## config.mk

```make
export PLATFORM = sky130hd
export DESIGN_NAME = adc_spi_responder
export DESIGN_NICKNAME = d
export VERILOG_FILES = /design/src/rtl/adc_spi_responder.sv
export SDC_FILE = /design/constraint.sdc
export NUM_CORES = 1
export LEC_CHECK = 0
export ABC_AREA = 1
export CORE_MARGIN = 2
export CORE_UTILIZATION = 45
export CTS_BUF_LIST = sky130_fd_sc_hd__clkbuf_8
export CTS_CLUSTER_DIAMETER = 150
export CTS_CLUSTER_SIZE = 20
export DETAILED_ROUTE_END_ITERATION = 8
export HOLD_SLACK_MARGIN = 0.05
export PLACE_DENSITY_LB_ADDON = 0.25
export SYNTH_ARGS = -nofsm -noshare
export SYNTH_HDL_FRONTEND = slang
export SYNTH_SLANG_ARGS = --single-unit
```

## constraint.sdc

```tcl
create_clock -name i_clk_50m -period 3.2 [get_ports i_clk_50m]
set_input_delay 0.64 -clock i_clk_50m [delete_from_list [all_inputs] [get_ports i_clk_50m]]
set_output_delay 0.64 -clock i_clk_50m [all_outputs]
set_load 0.05 [all_outputs]
```

## src/rtl/adc_spi_responder.sv

```systemverilog
// Slave-side model of a dual serial ADC: two active-low chip selects, shared SCLK, one SDA line.
// Returns a 10-bit sample MSB-first in a 16-clock frame and reports frame counts and protocol errors.
module adc_spi_responder #(
  parameter int FRAME_BITS = 16,
  parameter int LEAD_ZEROS = 3,
  parameter int DATA_BITS  = 10
) (
  input  logic                 i_clk_50m,
  input  logic                 i_rst,
  input  logic                 i_adc_sclk,
  input  logic                 i_adc_cs1,
  input  logic                 i_adc_cs2,
  output logic                 o_adc_sda,
  input  logic [DATA_BITS-1:0] i_ch1_value,
  input  logic [DATA_BITS-1:0] i_ch2_value,
  output logic                 o_frame_done,
  output logic                 o_frame_ch,
  output logic [1:0]           o_err_code,
  output logic [15:0]          o_ch1_cnt,
  output logic [15:0]          o_ch2_cnt
);

  localparam int TRAIL_ZEROS = FRAME_BITS - LEAD_ZEROS - DATA_BITS;
  localparam int CNT_W       = $clog2(FRAME_BITS + 2);

  typedef enum logic [1:0] {
    IDLE     = 2'd0,
    SHIFT    = 2'd1,
    OVER     = 2'd2,
    CONFLICT = 2'd3
  } state_t;

  state_t                state_r;
  logic [FRAME_BITS-1:0] shreg_r;
  logic [CNT_W-1:0]      rise_cnt_r;
  logic                  ch_r;
  logic                  sda_r;
  logic                  frame_done_r;
  logic                  frame_ch_r;
  logic [1:0]            err_r;
  logic [15:0]           ch1_cnt_r;
  logic [15:0]           ch2_cnt_r;

  logic sclk_meta_r, sclk_sync_r, sclk_prev_r;
  logic cs1_meta_r, cs1_sync_r, cs1_prev_r;
  logic cs2_meta_r, cs2_sync_r, cs2_prev_r;

  logic             sclk_rise_s, sclk_fall_s;
  logic             cs1_fall_s, cs1_rise_s, cs2_fall_s, cs2_rise_s;
  logic             act_cs_rise_s, other_cs_fall_s;
  logic [CNT_W-1:0] rise_cnt_nxt_s;

  // Two-flop synchronizers plus one edge-detect stage; reset loads the idle pin levels
  always_ff @(posedge i_clk_50m) begin
    if (i_rst) begin
      sclk_meta_r <= 1'b0; sclk_sync_r <= 1'b0; sclk_prev_r <= 1'b0;
      cs1_meta_r  <= 1'b1; cs1_sync_r  <= 1'b1; cs1_prev_r  <= 1'b1;
      cs2_meta_r  <= 1'b1; cs2_sync_r  <= 1'b1; cs2_prev_r  <= 1'b1;
    end else begin
      sclk_meta_r <= i_adc_sclk; sclk_sync_r <= sclk_meta_r; sclk_prev_r <= sclk_sync_r;
      cs1_meta_r  <= i_adc_cs1;  cs1_sync_r  <= cs1_meta_r;  cs1_prev_r  <= cs1_sync_r;
      cs2_meta_r  <= i_adc_cs2;  cs2_sync_r  <= cs2_meta_r;  cs2_prev_r  <= cs2_sync_r;
    end
  end

  assign sclk_rise_s     = sclk_sync_r & ~sclk_prev_r;
  assign sclk_fall_s     = ~sclk_sync_r & sclk_prev_r;
  assign cs1_fall_s      = ~cs1_sync_r & cs1_prev_r;
  assign cs1_rise_s      = cs1_sync_r & ~cs1_prev_r;
  assign cs2_fall_s      = ~cs2_sync_r & cs2_prev_r;
  assign cs2_rise_s      = cs2_sync_r & ~cs2_prev_r;
  assign act_cs_rise_s   = ch_r ? cs2_rise_s : cs1_rise_s;
  assign other_cs_fall_s = ch_r ? cs1_fall_s : cs2_fall_s;
  // A rise coinciding with the closing CS edge is counted before the length check
  assign rise_cnt_nxt_s  = rise_cnt_r + {{(CNT_W-1){1'b0}}, sclk_rise_s};

  // Frame FSM; SDA is updated together with the shift register so it always mirrors its MSB
  always_ff @(posedge i_clk_50m) begin
    if (i_rst) begin
      state_r      <= IDLE;
      shreg_r      <= '0;
      rise_cnt_r   <= '0;
      ch_r         <= 1'b0;
      sda_r        <= 1'b0;
      frame_done_r <= 1'b0;
      frame_ch_r   <= 1'b0;
      err_r        <= 2'd0;
      ch1_cnt_r    <= 16'd0;
      ch2_cnt_r    <= 16'd0;
    end else begin
      frame_done_r <= 1'b0;
      case (state_r)
        IDLE: begin
          sda_r <= 1'b0;
          if (!cs1_sync_r && !cs2_sync_r) begin
            err_r   <= 2'd3;
            state_r <= CONFLICT;
          end else if (cs1_fall_s) begin
            shreg_r    <= {{LEAD_ZEROS{1'b0}}, i_ch1_value, {TRAIL_ZEROS{1'b0}}};
            ch_r       <= 1'b0;
            rise_cnt_r <= '0;
            state_r    <= SHIFT;
          end else if (cs2_fall_s) begin
            shreg_r    <= {{LEAD_ZEROS{1'b0}}, i_ch2_value, {TRAIL_ZEROS{1'b0}}};
            ch_r       <= 1'b1;
            rise_cnt_r <= '0;
            state_r    <= SHIFT;
          end else begin
            state_r <= IDLE;
          end
        end
        SHIFT: begin
          if (other_cs_fall_s) begin
            sda_r   <= 1'b0;
            err_r   <= 2'd3;
            state_r <= CONFLICT;
          end else if (act_cs_rise_s) begin
            sda_r   <= 1'b0;
            state_r <= IDLE;
            if (rise_cnt_nxt_s == CNT_W'(FRAME_BITS)) begin
              frame_done_r <= 1'b1;
              frame_ch_r   <= ch_r;
              if (ch_r) ch2_cnt_r <= ch2_cnt_r + 16'd1;
              else      ch1_cnt_r <= ch1_cnt_r + 16'd1;
            end else if (rise_cnt_nxt_s > CNT_W'(FRAME_BITS)) begin
              err_r <= 2'd2;
            end else begin
              err_r <= 2'd1;
            end
          end else if (sclk_rise_s) begin
            if (rise_cnt_r == CNT_W'(FRAME_BITS)) begin
              sda_r   <= 1'b0;
              err_r   <= 2'd2;
              state_r <= OVER;
            end else begin
              rise_cnt_r <= rise_cnt_nxt_s;
            end
          end else if (sclk_fall_s) begin
            shreg_r <= {shreg_r[FRAME_BITS-2:0], 1'b0};
            sda_r   <= shreg_r[FRAME_BITS-2];
          end else begin
            sda_r <= shreg_r[FRAME_BITS-1];
          end
        end
        OVER: begin
          sda_r <= 1'b0;
          if (act_cs_rise_s) state_r <= IDLE;
          else               state_r <= OVER;
        end
        CONFLICT: begin
          sda_r <= 1'b0;
          if (cs1_sync_r && cs2_sync_r) state_r <= IDLE;
          else                          state_r <= CONFLICT;
        end
        default: begin
          sda_r   <= 1'b0;
          state_r <= IDLE;
        end
      endcase
    end
  end

  assign o_adc_sda    = sda_r;
  assign o_frame_done = frame_done_r;
  assign o_frame_ch   = frame_ch_r;
  assign o_err_code   = err_r;
  assign o_ch1_cnt    = ch1_cnt_r;
  assign o_ch2_cnt    = ch2_cnt_r;

endmodule

```

==> report_table.html, run 1 <==
<table>
<tr><th>Metric</th><th>Value</th></tr>
<tr><th colspan="2">Routing</th></tr>
<tr><td>Starting DRT DRC Count</td><td>~140</td></tr>
<tr><td>Detailed-router iteration count before antenna repair</td><td>5</td></tr>
<tr><td>Overall via count from detail_route</td><td>3,689</td></tr>
<tr><td>Routed wire length</td><td>8.83 mm</td></tr>
<tr><td>Remaining antenna violation count</td><td>0</td></tr>
<tr><td>DRC violation count after routing</td><td>0</td></tr>
<tr><td>Mean routed wirelength per cell</td><td>approximately 13 um</td></tr>
<tr><td>Routed vias/inst</td><td>5.30</td></tr>
<tr><th colspan="2">Worst hold path</th></tr>
<tr><td>Worst min-delay path category</td><td>flip-flop to flip-flop</td></tr>
<tr><th colspan="2">Clocking</th></tr>
<tr><td>CTS sink count</td><td>67</td></tr>
<tr><td>Number of H-tree branching levels</td><td>3</td></tr>
<tr><td>CTS Buf Count</td><td>9</td></tr>
<tr><td>Hold_buf cts</td><td>0</td></tr>
<tr><td>Buffer count from post-CTS setup fixing</td><td>0</td></tr>
<tr><td>Clock Latency Late Sink</td><td>0.35 ns</td></tr>
<tr><td>Number of gates resized after CTS</td><td>0</td></tr>
<tr><td>Clock transition at the register clock pins on the worst setup and hold paths after CTS</td><td>around 0.07 ns</td></tr>
<tr><td>CTS tree</td><td>done</td></tr>
<tr><td>Buffer type at the clock tree root</td><td>clkbuf_8</td></tr>
<tr><td>Maximum clock path buffer count</td><td>2</td></tr>
<tr><th colspan="2">Timing</th></tr>
<tr><td>Setup repair after global routing missed its margin</td><td>no</td></tr>
<tr><td>Finish-stage setup viols</td><td>0</td></tr>
<tr><td>Final max-slew violation count</td><td>0</td></tr>
<tr><td>Period Utilization, post-route</td><td>73.6%</td></tr>
<tr><td>Final setup skew</td><td>between 0.01 and 0.015 ns</td></tr>
<tr><td>Fmax</td><td>425 MHz</td></tr>
<tr><td>Tmin final</td><td>2.35 ns</td></tr>
<tr><td>Relative slew margins</td><td>46.3%</td></tr>
<tr><td>Actual transition at the worst max-transition pin</td><td>between 0.8 and 0.9 ns</td></tr>
<tr><td>Worst hold margin</td><td>approximately 0.40 ns</td></tr>
<tr><td>Setup TNS</td><td>0 ns</td></tr>
<tr><td>Number of endpoints with negative hold slack in the final report</td><td>0</td></tr>
<tr><th colspan="2">Run status</th></tr>
<tr><td>Status</td><td>finished, final reports clean</td></tr>
<tr><th colspan="2">Placed design</th></tr>
<tr><td>Count of placed standard cells including taps</td><td>around 700</td></tr>
<tr><td>Routability-driven placement congestion ratio</td><td>approximately 0.94</td></tr>
<tr><td>Half-perimeter wire length of the detailed placement result</td><td>6.20 mm</td></tr>
<tr><td>IO buf count</td><td>a little over 60</td></tr>
<tr><td>Post-place instance area</td><td>roughly 4300 sq um</td></tr>
<tr><th colspan="2">Flow run</th></tr>
<tr><td>Max capacitance violation total</td><td>0</td></tr>
<tr><th colspan="2">Setup path</th></tr>
<tr><td>Reg-to-reg setup timing slack</td><td>about 0.85 ns</td></tr>
<tr><td>Arrival time of the worst setup path</td><td>approximately 2.6 ns</td></tr>
<tr><td>Category of the worst setup path launch point</td><td>flip-flop</td></tr>
<tr><td>Worst Setup End Kind</td><td>flip-flop</td></tr>
<tr><td>Max FO, Critical Path</td><td>12</td></tr>
<tr><td>Required time at the endpoint of the critical path</td><td>~3.5 ns</td></tr>
<tr><td>Critical path class</td><td>flip-flop to flip-flop</td></tr>
<tr><th colspan="2">Power</th></tr>
<tr><td>Leak pwr</td><td>about 1.7 nW</td></tr>
<tr><td>Sw frac</td><td>between 20% and 30%</td></tr>
<tr><td>Internal power component</td><td>around 1.4 mW</td></tr>
<tr><td>Power density normalized to cell area</td><td>approximately 420 nW/um^2</td></tr>
<tr><td>Max rail drop VDD</td><td>approximately 0.36 mV</td></tr>
<tr><td>Fraction of power consumed by sequential logic</td><td>between 40 and 50%</td></tr>
<tr><td>Relative contribution of combinational cells to total power</td><td>about 15%</td></tr>
<tr><td>Switching power summed over all nets</td><td>0.522 mW</td></tr>
<tr><td>Part of the power in the clock network</td><td>between 30% and 40%</td></tr>
<tr><th colspan="2">Final layout</th></tr>
<tr><td>Core Util, Final</td><td>between 50% and 60%</td></tr>
<tr><td>Diodes inserted</td><td>0</td></tr>
<tr><td>Filler cells</td><td>roughly 760</td></tr>
<tr><td># nets final</td><td>~620</td></tr>
<tr><td>Layout area overhead</td><td>23.7%</td></tr>
<tr><td>Layout cells sized above 1</td><td>a little under a tenth</td></tr>
<tr><td>Summed area of non-filler cells in the final layout</td><td>about 4500 sq um</td></tr>
<tr><td>Post-Layout Cell Count</td><td>~700</td></tr>
<tr><th colspan="2">Logic synthesis</th></tr>
<tr><td>Area contributors post-synth</td><td>dfxtp_1 (37%), nand2_1 (11%), nor2_1 (7.6%)</td></tr>
<tr><td>Yosys warnings</td><td>0</td></tr>
<tr><td>Combined area of all synthesized cells</td><td>about 3600 sq um</td></tr>
<tr><td>Average footprint of a synthesized cell</td><td>slightly below 7 sq um</td></tr>
<tr><td>Top-area cell type share of the netlist area</td><td>between 30% and 40%</td></tr>
<tr><td>Sequential-to-total area share from yosys stat</td><td>between 30% and 40%</td></tr>
<tr><td>Number of nets in the synthesized netlist</td><td>about 560</td></tr>
<tr><td>Cell taking the most area after synthesis</td><td>dfxtp_1</td></tr>
<tr><td>Post-synth cell types</td><td>38</td></tr>
<tr><td>Cell count after synthesis</td><td>around 530</td></tr>
<tr><td>Flops &amp; latches, synth</td><td>67</td></tr>
<tr><th colspan="2">Global routing</th></tr>
<tr><td>Number of global-route vias before repair</td><td>roughly 3.5k</td></tr>
<tr><td>Global-route wire length before repair</td><td>about 15 mm</td></tr>
<tr><td>Total congestion overflow</td><td>0</td></tr>
<tr><td>Pin count of the biggest net entering global routing</td><td>43</td></tr>
<tr><td>Global-route total usage across every layer</td><td>between 20% and 30%</td></tr>
<tr><td>Antenna violations before repair</td><td>0</td></tr>
<tr><th colspan="2">Floorplan</th></tr>
<tr><td>Top-level port count</td><td>62</td></tr>
<tr><td>Initial standard-cell utilization of the core</td><td>46.9%</td></tr>
<tr><td>Total core area</td><td>roughly 7800 sq um</td></tr>
<tr><td>Chip Height</td><td>94.0 um</td></tr>
<tr><td>Num rows</td><td>32</td></tr>
<tr><td>Overall die area</td><td>between 8000 and 9000 sq um</td></tr>
<tr><td>DIE WIDTH</td><td>approximately 94 um</td></tr>
</table>
==> cell usage after synthesis <==
master and instances:
o21ai_0 18, mux2_2 1, a21o_1 1, o21ai_1 2, o2111ai_1 1, nand3b_4 1
nor3_4 2, nand3_1 55, nor2_2 4, buf_4 1, buf_6 1, a21oi_1 48
xnor2_1 7, nand4_1 13, a31oi_1 9, xor2_1 11, nand2_1 110, ha_1 4
nor3_1 9, nor3_2 2, a41oi_1 2, a211oi_1 1, o21ai_2 1, o21bai_1 2
nand3_2 2, dfxtp_1 67, nand3b_1 1, or2_2 4, buf_2 3, buf_1 2
o21a_1 1, nor2_4 2, nand2_2 10, inv_1 41, nand3_4 1, clkbuf_1 11
nor2_1 74, inv_2 8
==> layer usage <==
metal	track usage (%)	routed length, um	up-vias
met3	5.54	402	12
met1	27.8	4200	1719
met2	34.8	4120	96
met5	0	0	-
met4	6.76	102	0
li1	-	-	1862
==> layout by cell type, fill, tap and decap left out, drive strengths merged, types with 2 or more instances in the layout <==
master         synthesis  layout
nand2                120     120
nor2                  80      80
dfxtp                 67      67
clkdlybuf4s50          0      61
nand3                 58      58
inv                   49      50
a21oi                 48      48
o21ai                 21      21
nand4                 13      13
nor3                  13      13
xor2                  11      11
clkbuf                11      10
a31oi                  9       9
xnor2                  7       7
or2                    4       4
ha                     4       4
clkinv                 0       3
o21bai                 2       2
a41oi                  2       2
buf                    7       2
nand3b                 2       2
==> logic make-up after synthesis <==
family | after synthesis | share of synthesized area, %
AND/OR/NAND/NOR | 290 | 36.9
adder cells (fa/ha/maj) | 4 | 1.37
flip-flops | 67 | 36.8
AO/OA/AOI/OAI | 86 | 12.9
multiplexers | 1 | 0.309
buffers and inverters | 67 | 7.32
XOR/XNOR | 18 | 4.33
==> state kept, by name, indices dropped and copies added, names as in the netlist, 2 cells and up <==
signal and count:
o_ch1_cnt 16, o_ch2_cnt 16, shreg_r 13, rise_cnt_r 5
o_err_code 2, state_r 2
==> power by group through the flow <==
stage / Sequential, mW / Clock, mW / Combinational, mW
final: 0.899 / 0.694 / 0.282
after global routing: 0.904 / 0.747 / 0.318
after CTS: 0.898 / 0.709 / 0.280
after detailed placement: 0.917 / 0 / 0.280
after global placement: 0.916 / 0 / 0.276
after floorplan: 0.928 / 0 / 0.190
==> critical path, cell delays in order (launching register included) <==
cell,delay [ns]
dfxtp_1,0.33
inv_1,0.07
nor2_1,0.19
ha_1,0.25
ha_1,0.28
nor2_1,0.14
nand3_2,0.12
inv_2,0.08
nand3_4,0.10
nor3_4,0.41
nand3_1,0.15
a21oi_1,0.15
==> cell type report <==
type | count | area, sq um | share of cell area, %
Timing Repair Buffer | 63 | 626 | 13.9
Tap cell | 102 | 128 | 2.83
Clock buffer | 10 | 138 | 3.05
Multi-Input combinational cell | 399 | 2030 | 45.1
Inverter | 49 | 184 | 4.08
Sequential cell | 67 | 1340 | 29.8
Clock inverter | 6 | 56.3 | 1.25
==> worst paths after layout <==
kind	startpoint	to	cells past startpoint
worst max-delay path	sclk_sync_r	o_ch1_cnt[6]	11
worst min-delay path	sclk_meta_r	sclk_sync_r	2
worst max register to register	sclk_sync_r	o_ch1_cnt[6]	11
worst min register to register	sclk_meta_r	sclk_sync_r	2
==> stage by stage <==
step           setup slack, ns  power (mW)
6_report                 0.845        1.87
5_1_grt                  0.574        1.97
4_1_cts                  0.837        1.89
3_5_place_dp             0.912        1.20
3_3_place_gp              1.05        1.19
2_1_floorplan             1.26        1.12
No activity file was read; power rests on OpenSTA's default activity.
==> run 2, diff against run 1 <==
==> constraint.sdc (replaced) <==
create_clock -name i_clk_50m -period 2.1 [get_ports i_clk_50m]
set_input_delay 0.42 -clock i_clk_50m [delete_from_list [all_inputs] [get_ports i_clk_50m]]
set_output_delay 0.42 -clock i_clk_50m [all_outputs]
set_load 0.05 [all_outputs]
==> report_table.html, run 2 (synthesis gave the netlist of run 1 again) <==
<table>
<tr><th>Metric</th><th>Value</th></tr>
<tr><th colspan="2">Timing</th></tr>
<tr><td>Actual transition at the worst max-transition pin</td><td>0.521 ns (-0.283 ns)</td></tr>
<tr><td>Relative slew margins</td><td>65.2% (+19 points)</td></tr>
<tr><td>Number of endpoints with negative hold slack in the final report</td><td>0 (unchanged)</td></tr>
<tr><td>Final max-slew violation count</td><td>0 (unchanged)</td></tr>
<tr><td>Tmin final</td><td>2.03 ns</td></tr>
<tr><td>Finish-stage setup viols</td><td>0 (unchanged)</td></tr>
<tr><td>Worst setup margin</td><td>0.0652 ns (-0.780 ns)</td></tr>
<tr><td>Final setup skew</td><td>0.0105 ns (-0.00210 ns)</td></tr>
<tr><td>Fmax</td><td>approximately 490 MHz</td></tr>
<tr><td>Period Utilization, post-route</td><td>a little over nine tenths</td></tr>
<tr><th colspan="2">Setup path</th></tr>
<tr><td>Buf+Inv Stages, Crit Path</td><td>1 (-1)</td></tr>
<tr><td>Arrival time of the worst setup path</td><td>1.61 ns (-1.02 ns)</td></tr>
<tr><td>Cell with the biggest individual delay on the critical path</td><td>clkdlybuf4s50_1</td></tr>
<tr><td>Worst Setup End Kind</td><td>primary output</td></tr>
<tr><td>Slowest stage delay, CP</td><td>0.84 ns (+0.43 ns)</td></tr>
<tr><td>Category of the worst setup path launch point</td><td>flip-flop</td></tr>
<tr><td>Cell breakdown of the critical path</td><td>clkdlybuf4s50_1</td></tr>
<tr><td>Critical path class</td><td>flip-flop to primary output</td></tr>
<tr><td>Category of cells accounting for the largest share of critical-path delay</td><td>buffers and inverters</td></tr>
<tr><td>Max FO, Critical Path</td><td>6 (-6)</td></tr>
<tr><td>Required time at the endpoint of the critical path</td><td>1.68 ns (-1.79 ns)</td></tr>
<tr><th colspan="2">Clocking</th></tr>
<tr><td>CTS tree</td><td>done</td></tr>
<tr><td>Maximum clock path buffer count</td><td>2 (unchanged)</td></tr>
<tr><td>CTS sink count</td><td>67 (unchanged)</td></tr>
<tr><td>Number of H-tree branching levels</td><td>3 (unchanged)</td></tr>
<tr><td>Clock Latency Late Sink</td><td>0.35 ns (about the same)</td></tr>
<tr><td>Clock transition at the register clock pins on the worst setup and hold paths after CTS</td><td>0.07 ns (about the same)</td></tr>
<tr><td>CTS Buf Count</td><td>9 (unchanged)</td></tr>
<tr><td>Buffer type at the clock tree root</td><td>clkbuf_8</td></tr>
<tr><th colspan="2">Run status</th></tr>
<tr><td>Status</td><td>finished, final reports clean</td></tr>
<tr><th colspan="2">Routing</th></tr>
<tr><td>Overall via count from detail_route</td><td>3,722 (+0.89%)</td></tr>
<tr><td>Routed wire length</td><td>9.07 mm (+2.8%)</td></tr>
<tr><td>DRC violation count after routing</td><td>0 (unchanged)</td></tr>
<tr><td>Detailed-router iteration count before antenna repair</td><td>5 (unchanged)</td></tr>
<tr><td>Mean routed wirelength per cell</td><td>12.7 um (-0.19%)</td></tr>
<tr><td>Remaining antenna violation count</td><td>0 (unchanged)</td></tr>
<tr><td>Routed vias/inst</td><td>5.19 (-2.1%)</td></tr>
<tr><td>Starting DRT DRC Count</td><td>127 (-8.6%)</td></tr>
<tr><th colspan="2">Power</th></tr>
<tr><td>Leak pwr</td><td>1.94 nW (+16%)</td></tr>
<tr><td>Power density normalized to cell area</td><td>594 nW/um^2 (+43%)</td></tr>
<tr><td>Max rail drop VDD</td><td>0.460 mV (+29%)</td></tr>
<tr><th colspan="2">Final layout</th></tr>
<tr><td>Core Util, Final</td><td>61.8% (+3.8 points)</td></tr>
<tr><td>Layout cells sized above 1</td><td>14.0% (+4.7 points)</td></tr>
<tr><td>Layout area overhead</td><td>31.8%</td></tr>
<tr><td>Leading cell type in the layout, fill and taps excluded</td><td>nand2_1</td></tr>
<tr><td>Diodes inserted</td><td>0 (unchanged)</td></tr>
<tr><td># nets final</td><td>639 (+3.4%)</td></tr>
<tr><td>Leading cell types in the layout, fill and taps excluded</td><td>nand2_1 (108), nor2_1 (70), dfxtp_1 (66)</td></tr>
<tr><td>Summed area of non-filler cells in the final layout</td><td>4800 sq um (+6.5%)</td></tr>
<tr><th colspan="2">Floorplan</th></tr>
<tr><td>Overall die area</td><td>8830 sq um (unchanged)</td></tr>
<tr><td>Top-level port count</td><td>62 (unchanged)</td></tr>
<tr><td>Initial standard-cell utilization of the core</td><td>46.9% (unchanged)</td></tr>
<tr><td>Total core area</td><td>7770 sq um (unchanged)</td></tr>
<tr><td>DIE WIDTH</td><td>94.0 um (unchanged)</td></tr>
<tr><td>Chip Height</td><td>94.0 um (unchanged)</td></tr>
<tr><td>Num rows</td><td>32 (unchanged)</td></tr>
<tr><th colspan="2">Global routing</th></tr>
<tr><td>Pin count of the biggest net entering global routing</td><td>28 (-35%)</td></tr>
<tr><td>Antenna violations before repair</td><td>0 (unchanged)</td></tr>
<tr><td>Number of global-route vias before repair</td><td>3,547 (+2.3%)</td></tr>
<tr><td>Global-route total usage across every layer</td><td>21.8% (+0.35 points)</td></tr>
<tr><td>Total congestion overflow</td><td>0 (unchanged)</td></tr>
<tr><td>Global-route wire length before repair</td><td>15.6 mm (+1.3%)</td></tr>
<tr><th colspan="2">Worst hold path</th></tr>
<tr><td>Worst min-delay path category</td><td>flip-flop to flip-flop</td></tr>
<tr><th colspan="2">Placed design</th></tr>
<tr><td>Post-place instance area</td><td>4440 sq um (+3.0%)</td></tr>
<tr><td>IO buf count</td><td>61 (unchanged)</td></tr>
<tr><td>Routability-driven placement congestion ratio</td><td>0.910 (-3.1%)</td></tr>
<tr><td>Setup Slack @ Placement</td><td>0.0348 ns (-0.877 ns)</td></tr>
<tr><td>Half-perimeter wire length of the detailed placement result</td><td>6.38 mm (+3.0%)</td></tr>
<tr><th colspan="2">Flow run</th></tr>
<tr><td>Max capacitance violation total</td><td>0 (unchanged)</td></tr>
</table>
run 2: cell types whose count changed in the layout (fill, tap and decap cells not counted), moves of 3 or more:
cell | before | now
nor2_1 | 74 | 70
buf_12 | 0 | 3
clkdlybuf4s50_1 | 61 | 53
buf_4 | 2 | 18
nand2_2 | 10 | 13
dlymetal6s2s_1 | 0 | 8
nor2_4 | 2 | 6
run 2: layout make-up:
class | count | area (sq um)
Clock inverter | 6 | 50.0
Tap cell | 102 | 128
Clock buffer | 10 | 138
Sequential cell | 67 | 1340
Multi-Input combinational cell | 400 | 2110
Inverter | 49 | 184
Timing Repair Buffer | 83 | 851
Fill cell | 734 | 2970
run 2: metal layers:
layer / GRT usage [%] / wire length (um)
met5: 0 / 0
met4: 6.28 / 76
met3: 5.86 / 479
met2: 35.7 / 4280
met1: 28.1 / 4240
run 2: per-stage QoR:
stage | total power, mW | std cells | setup TNS, ns | hold slack [ns]
floorplan | 1.70 | 533 | 0 | 0.388
global placement | 1.83 | 694 | 0 | 0.390
detailed placement | 1.84 | 694 | 0 | 0.395
CTS | 2.86 | 710 | 0 | 0.405
global route | 3.00 | 717 | -0.106 | 0.420
finish | 2.85 | 717 | 0 | 0.395
run 2: final timing paths:
path	from	endpoint	slack, ns	depth (start not counted)
setup / recovery	o_ch1_cnt[9]	o_ch1_cnt[9]	0.07	1
hold / removal	sclk_meta_r	sclk_sync_r	0.39	2
setup reg to reg	sclk_sync_r	o_ch1_cnt[14]	0.08	12
hold reg to reg	sclk_meta_r	sclk_sync_r	0.39	2
run 2: repair_timing:
item | CTS | global route
setup buffers | 0 | 5
endpoints found under the setup margin | 0 | 42
hold endpoints to repair | 0 | 0
resized for setup | 0 | 28
hold buffers | 0 | 0
run 2: power by group:
part | total (mW) | switching (mW) | internal, mW | leakage (nW)
clock network | 1.03 | 0.465 | 0.562 | 0.111
logic | 0.457 | 0.283 | 0.174 | 1.29
registers | 1.37 | 0.0348 | 1.33 | 0.545
total | 2.85 | 0.782 | 2.07 | 1.94
